**src/rtl/mem_wb_sender.sv**
```systemverilog
// mem_wb_sender: MEM stage; buffers the data-SRAM load response, extends load data, hands off to WB.
// Optional MEM_FWD_EN drives the forwarding/stall bundle to ID; otherwise it is tied to 0.
module mem_wb_sender #(
  parameter int BUS_E2M = 74,
  parameter int BUS_M2W = 70
) (
  input  logic               clk,
  input  logic               reset,
  input  logic               exe_to_mem_valid,
  input  logic [BUS_E2M-1:0] exe_to_mem_bus,
  output logic               mem_allowin,
  input  logic               data_sram_data_ok,
  input  logic [31:0]        data_sram_rdata,
  input  logic               wb_allowin,
  output logic               mem_to_wb_valid,
  output logic [BUS_M2W-1:0] mem_to_wb_bus,
  output logic [38:0]        mem_fwd_zip
);
  typedef enum logic [1:0] {IDLE, WAIT, HELD} state_t;
  state_t state, state_nx;
  logic mem_valid, mem_ready_go, accept, load_in, ok, buf_valid;
  logic [BUS_E2M-1:0] payload;
  logic [31:0] buf_rdata, raw, alu_result, pc, rf_wdata, extracted;
  logic [15:0] half_sel;
  logic [7:0] byte_sel;
  logic [4:0] rf_waddr;
  logic [2:0] ld_type;
  logic res_from_mem, rf_we;
  assign {res_from_mem, ld_type, rf_we, rf_waddr, alu_result, pc} = payload;
  // data_ok only counts while a load is actually outstanding
  assign ok           = data_sram_data_ok & (state == WAIT);
  assign buf_valid    = state == HELD;
  assign mem_ready_go = ~res_from_mem | ok | buf_valid;
  assign mem_allowin  = ~mem_valid | (mem_ready_go & wb_allowin);
  assign mem_to_wb_valid = mem_valid & mem_ready_go;
  assign accept  = exe_to_mem_valid & mem_allowin;
  assign load_in = accept & exe_to_mem_bus[BUS_E2M-1];
  always_comb begin
    state_nx = IDLE;
    if (load_in) state_nx = WAIT;
    else if (state == WAIT) state_nx = ok ? (wb_allowin ? IDLE : HELD) : WAIT;
    else if (state == HELD) state_nx = wb_allowin ? IDLE : HELD;
  end
  always_ff @(posedge clk) begin
    if (reset) begin
      state     <= IDLE;
      mem_valid <= 1'b0;
    end else begin
      state <= state_nx;
      if (mem_allowin) mem_valid <= exe_to_mem_valid;
    end
  end
  always_ff @(posedge clk) begin
    if (accept) payload <= exe_to_mem_bus;
    if (ok && !wb_allowin) buf_rdata <= data_sram_rdata;
  end
  assign raw      = buf_valid ? buf_rdata : data_sram_rdata;
  assign byte_sel = raw[{alu_result[1:0], 3'b000} +: 8];
  assign half_sel = alu_result[1] ? raw[31:16] : raw[15:0];
  assign extracted = ld_type == 3'b000 ? {{24{byte_sel[7]}}, byte_sel} :
                     ld_type == 3'b100 ? {24'b0, byte_sel} :
                     ld_type == 3'b001 ? {{16{half_sel[15]}}, half_sel} :
                     ld_type == 3'b101 ? {16'b0, half_sel} :
                     ld_type == 3'b010 ? raw : 32'b0;
  assign rf_wdata      = res_from_mem ? extracted : alu_result;
  assign mem_to_wb_bus = {rf_we, rf_waddr, rf_wdata, pc};
`ifdef MEM_FWD_EN
  assign mem_fwd_zip = {mem_valid & rf_we & (rf_waddr != 5'd0),
                        mem_valid & res_from_mem & ~mem_ready_go, rf_waddr, rf_wdata};
`else
  assign mem_fwd_zip = 39'b0;
`endif
endmodule

```
**config.mk**
```make
export PLATFORM = sky130hd
export DESIGN_NAME = mem_wb_sender
export DESIGN_NICKNAME = d
export VERILOG_FILES = /design/src/rtl/mem_wb_sender.sv
export SDC_FILE = /design/constraint.sdc
export NUM_CORES = 1
export LEC_CHECK = 0
export ABC_AREA = 0
export BUFFER_PORTS_ARGS = -buffer_cell sky130_fd_sc_hd__buf_2
export CAP_MARGIN = 15
export CORE_MARGIN = 10
export CORE_UTILIZATION = 33
export CTS_CLUSTER_DIAMETER = 120
export CTS_CLUSTER_SIZE = 28
export DETAILED_ROUTE_END_ITERATION = 8
export GPL_ROUTABILITY_DRIVEN = 1
export GPL_TIMING_DRIVEN = 0
export HOLD_SLACK_MARGIN = 0.1
export SLEW_MARGIN = 0
export SYNTH_ARGS = -nofsm -noshare
export SYNTH_HDL_FRONTEND = slang
export SYNTH_SLANG_ARGS = --single-unit
```
**constraint.sdc**
```tcl
create_clock -name clk -period 3.7 [get_ports clk]
set_clock_uncertainty 0.05 [all_clocks]
set_input_delay 0.185 -clock clk [delete_from_list [all_inputs] [get_ports clk]]
set_output_delay 0.185 -clock clk [all_outputs]
set_load 0.02 [all_outputs]
```
**Word-level counts from Yosys, hierarchy flattened**

Index checks and enable logic that the tools add are counted.

- Output and inout bits: 111
- Input bits: 111
- Memories kept: 0
- Word-level logic and storage cells: 39
- Register bits: 109
- RAM bits: 0
- Bits in latches: 0
- ROM bits: 0

- $lt $le $gt $ge: 0
- $add $sub $neg: 0
- Reduce and logical (&&, ||, !) cells: 4
- Multiplexer cells: 13
- Eq/ne operators: 6
- Shifts and indexed selects: 1
- $mul: 0
- Div/mod/pow operators: 0
- Bitwise operators: 10

Operator list:

| cell | count |
|---|---|
| two-way mux 32 bit | 7 |
| indexed part select 32 x 6 -> 8 bit | 1 |
| two-way mux 16 bit | 1 |
| two-way mux 2 bit | 4 |
| equality test 3 bit, second input constant | 2 |
| AND 1 bit | 5 |
| equality test 3 x 1 -> 1 bit, second input constant | 1 |
| equality test 3 x 2 -> 1 bit, second input constant | 1 |
| zero test 3 bit | 1 |
| bitwise OR 1 bit | 3 |
| equality test 2 x 1 -> 1 bit, second input constant | 1 |
| equality test 2 bit, second input constant | 1 |
| inverter 1 bit | 2 |
| OR reduction 2 bit | 1 |
| logical AND 1 bit | 1 |
| zero test 1 bit | 1 |
| two-way mux 1 bit | 1 |

**Logic depth before layout (Yosys ltp)**

- Word-level depth: 9
- Depth in mapped cells: 8
- Depth with buffers taken out: 5

**Least setup slack after synthesis**

OpenSTA, ideal clock, no wires.

- Path kind: reg2reg
- From: reg state[0]
- To: reg payload[0], enable pin
- Path buffers: 1
- Period minus slack after synthesis: 3,198 ps
- Arrival time: 2,707 ps
- Data required time: 3,209 ps
- Library setup time: 441 ps
- Stages on the path, launching flop included: 6
- Setup slack: 502 ps
- Cell sequence: dfxtp_1 nand2b_1 buf_2 nand3_1 a21bo_2 and2_1

- Cells in the longest elaborated chain, start to end: 7
- Elaborated cells between the ends (all ways): 8
- Classes of those cells: eq/ne: 2; bitwise: 6

Ends and longest elaborated chain:

| what | RTL line | text |
|---|---|---|
| from (decl) | 20 | `state_t state, state_nx;` |
| from (signal assigned) | 49 | `state <= state_nx;` |
| equality test 2 x 1 -> 1 bit | 31 | `assign ok = data_sram_data_ok & (state == WAIT);` |
| AND 1 bit | 31 |  |
| bitwise OR 1 bit | 33 | `assign mem_ready_go = ~res_from_mem \| ok \| buf_valid;` |
| bitwise OR 1 bit * | 33 |  |
| AND 1 bit * | 34 | `assign mem_allowin = ~mem_valid \| (mem_ready_go & wb_allowin);` |
| bitwise OR 1 bit * | 34 |  |
| named net mem_allowin | 11 | `output logic mem_allowin,` |
| AND 1 bit * | 36 | `assign accept = exe_to_mem_valid & mem_allowin;` |
| named net accept | 21 | `logic mem_valid, mem_ready_go, accept, load_in, ok, buf_valid;` |
| to (signal assigned) | 54 | `if (accept) payload <= exe_to_mem_bus;` |
| to (decl) | 22 | `logic [BUS_E2M-1:0] payload;` |

Mark *: on every way through the listed nets, which the timed path passes. The rest lies on a longest branch.
A chain may end at the register's enable or synchronous reset.

**Worst setup path in the final report**

- From: reg payload[70]
- To: out mem_to_wb_bus[49]

- Cells in the longest elaborated chain, start to end: 7
- Elaborated cells between the ends (all ways): 11
- Classes of those cells: eq/ne: 4; mux: 6; reduce/logical: 1

Ends and longest elaborated chain:

| what | RTL line | text |
|---|---|---|
| equality test 3 x 2 -> 1 bit | 64 | `ld_type == 3'b010 ? raw : 32'b0;` |
| two-way mux 32 bit | 64 |  |
| two-way mux 32 bit | 63 | `ld_type == 3'b101 ? {16'b0, half_sel} :` |
| two-way mux 32 bit | 62 | `ld_type == 3'b001 ? {{16{half_sel[15]}}, half_sel} :` |
| two-way mux 32 bit | 61 | `ld_type == 3'b100 ? {24'b0, byte_sel} :` |
| two-way mux 32 bit * | 60 | `assign extracted = ld_type == 3'b000 ? {{24{byte_sel[7]}}, byte_sel} :` |
| two-way mux 32 bit * | 65 | `assign rf_wdata = res_from_mem ? extracted : alu_result;` |
| to (decl) | 16 | `output logic [BUS_M2W-1:0] mem_to_wb_bus,` |

Every way passes the cells marked *; elsewhere a longest branch is shown, timed or not.

==> results by group <==
Run status
  – Status: completed

Finish
  – Post-layout util: 51.42%
  – Multi-input logic area: 1635 um^2
  – Layout net count: 852
  – Design area: 8228 um^2
  – FF+latch area: between 3000 and 4000 um^2
  – Synthesis-to-finish area growth: 51.42%
  – Fill cells: 1367
  – Diode count: 0
  – Finished Layout Cells: 961
  – Layout cells sized above 1: between 40% and 50%

Critical path
  – Bufs and invs on worst path: 3
  – Max incr delay on CP: 0.54 ns
  – Critical path's top delay family: buffers and inverters
  – Worst Setup End Kind: primary output
  – CP cell instances: or3b_2 -> buf_2 -> buf_2 -> o21ai_0 -> o22a_1 -> buf_2
  – Critical Path Most Common Cell: buf_2
  – Setup crit start kind: register
  – Critical path arrival: approximately 2.5 ns
  – WS Path Type: reg -> out
  – Slowest cell on crit path: edfxtp_1
  – Worst EP required: 3.46 ns
  – CP Max Fanout: 10

Synth
  – Yosys warns: 0
  – Mean post-synth cell area: 13.58 um^2
  – EDFF count, synth: 106
  – Synth unique cells: 42
  – Top post-synthesis cells by area: edfxtp_1 (59%), buf_4 (11%), mux2i_1 (5.3%)
  – Async SR Flop Fraction: 0%
  – Cells after synthesis: 400
  – Synth area leader: edfxtp_1
  – Synth top area share: 58.58%
  – Ys flop type: edfxtp_1
  – Sequential fraction of the synthesis area: about three fifths
  – Mapped Area: 5434 um^2
  – #FFs+latches synth: 109

Place
  – Detailed placer's ending HPWL: 13630 um
  – IO buf count: roughly 180
  – Placed Instances: 837
  – Placed inst area: 6795 um^2
  – GPL Wtd Cong: 0.8030

GRT
  – Largest net degree at the start of global routing: 70
  – Global-route wire length before repair: 28100 um
  – Gr ovfl total: 0
  – Antenna violations before repair: 0
  – GRT Util Overall: 16.47%
  – Vias in the first global route: 4889

STA
  – Slew Viols, Final: 0
  – Final setup fails: 0
  – Crit path time final: 2.763 ns
  – Slew Limit Headroom: 35.31%
  – Part of the cycle the worst path needs: 74.68%
  – Fmax: 361.9 MHz
  – Unrepaired setup endpoints after global routing: false
  – Worst slew pin tran: around 0.97 ns
  – Final hold violations: 0
  – Setup TNS: 0 ns

CTS
  – Worst-path clk slew: 0.08 ns
  – CTS tree: yes
  – Clock Latency Late Sink: 0.35 ns
  – Hold buffer count at cts: 109
  – Max H-tree Level: 3
  – TritonCTS buffer count: 9
  – Clk sink count: 109
  – Clk root buf: clkbuf_16
  – Post-CTS Setup Bufs: 0
  – CTS max path bufs: 2
  – Post-CTS sizing: 0

Flow run
  – Max Cap Violations: 0

Detailed routing
  – Vias per cell: 4.582
  – DRT iter0 DRCs: 218
  – Drt pass-1 iters: 4
  – WL/cell: around 19 um
  – Routed vias: 4403
  – Post-Route WL: 18300 um
  – Post-DRT Antenna Nets: 0
  – Residual DRC: 0

Die
  – Row count: 46
  – Die ar.: 22000 um^2
  – I/O pin cnt: 222
  – Height of the die: 148.3 um
  – DIE WIDTH: about 150 um
  – Core ar.: 16000 um^2
  – Initial Util: 33.96%

Power
  – PnR Total Power: 3.191 mW
  – Pleak: around 3.5 nW
  – Maximum VDD drop: 0.0002979 V
  – Cell Pwr Density: 387.8 nW/um^2

Min path
  – Hold crit path type: in -> reg
[path summary, 6_finish.rpt]
path	start	endpoint	slack (ns)	cells past startpoint
max reg2reg	payload[73]$_DFFE_PP_	state[0]$_SDFF_PP0_	1.64	6
max	payload[70]$_DFFE_PP_	mem_to_wb_bus[49]	0.94	6
min	wb_allowin	state[1]$_SDFF_PP0_	0.12	3
min reg2reg	mem_valid$_SDFFE_PP0P_	mem_valid$_SDFFE_PP0P_	0.59	2
[cells in the final DEF, fill, tap and decap left out, types with 10 or more instances in the layout]
master	instances
mux2i_1	29
a21oi_1	20
clkbuf_1	10
edfxtp_1	106
buf_2	190
dlygate4sd3_1	109
o21ai_0	18
a211oi_1	14
o22a_1	19
nor2_1	12
buf_4	80
conb_1	39
nand2_1	22
[report_power, final]
group / internal, mW / leakage (nW) / switching (mW)
Sequential: 1.42 / 1.02 / 0.0216
Combinational: 0.293 / 2.32 / 0.339
Clock: 0.666 / 0.167 / 0.449
[layer usage]
layer | wire, um | part of all wire [%] | track usage [%]
met5 | 0 | 0 | 0
met4 | 233 | 1.3 | 5.005
met3 | 2189 | 12 | 8.070
met2 | 8382 | 46 | 26.35
met1 | 7493 | 41 | 19.02
[stage by stage]
step | setup slack, ns | hold slack (ns)
detailed placement | 1.321 | 0.3131
global route | 0.8292 | 0.1272
finish | 0.9369 | 0.1161
global placement | -0.1997 | 0.3113
floorplan | 0.5020 | 0.2041
CTS | 0.9335 | 0.1054
[cells in the mapped netlist (all sizes together) (2+ instances only)]
| library cell | number |
|---|---|
| o21ai | 19 |
| buf | 90 |
| o22a | 19 |
| o221ai | 2 |
| or3 | 2 |
| a21oi | 20 |
| nor2 | 13 |
| o31ai | 2 |
| and2 | 3 |
| clkbuf | 10 |
| dfxtp | 3 |
| mux2 | 3 |
| nand3b | 2 |
| a211oi | 14 |
| mux4 | 11 |
| nor2b | 3 |
| edfxtp | 106 |
| nand2 | 22 |
| o22ai | 11 |
| nand2b | 3 |
| mux2i | 29 |
[tightest hold or removal path, stage by stage]
cell and delay (ns):
buf_2 0.14, a211o_1 0.11, a21oi_1 0.04
[state kept, by name (all words and copies together) (netlist names)]
signal,flops
state,2
mem_valid,1
buf_rdata,32
payload,74
[area by class of cell]
type	instances	share of cell area, %
multi-input cells	228	19.88
repair buffers	292	24.67
flip-flops and latches	109	39.42
clock inverters	6	1.414
plain buffers	100	8.561
clock buffers	9	2.737
well taps	216	3.285
inverters	1	0.04562
[logic make-up after synthesis]
family	after synthesis	share of synthesized area (%)
DFF	109	59.68
other	1	0.06901
buffers and inverters	101	13.03
AOI/OAI and AO/OA	93	11.77
muxes	43	10.66
and+or+nand+nor	53	4.789
Power figures use the tool's default switching activity.
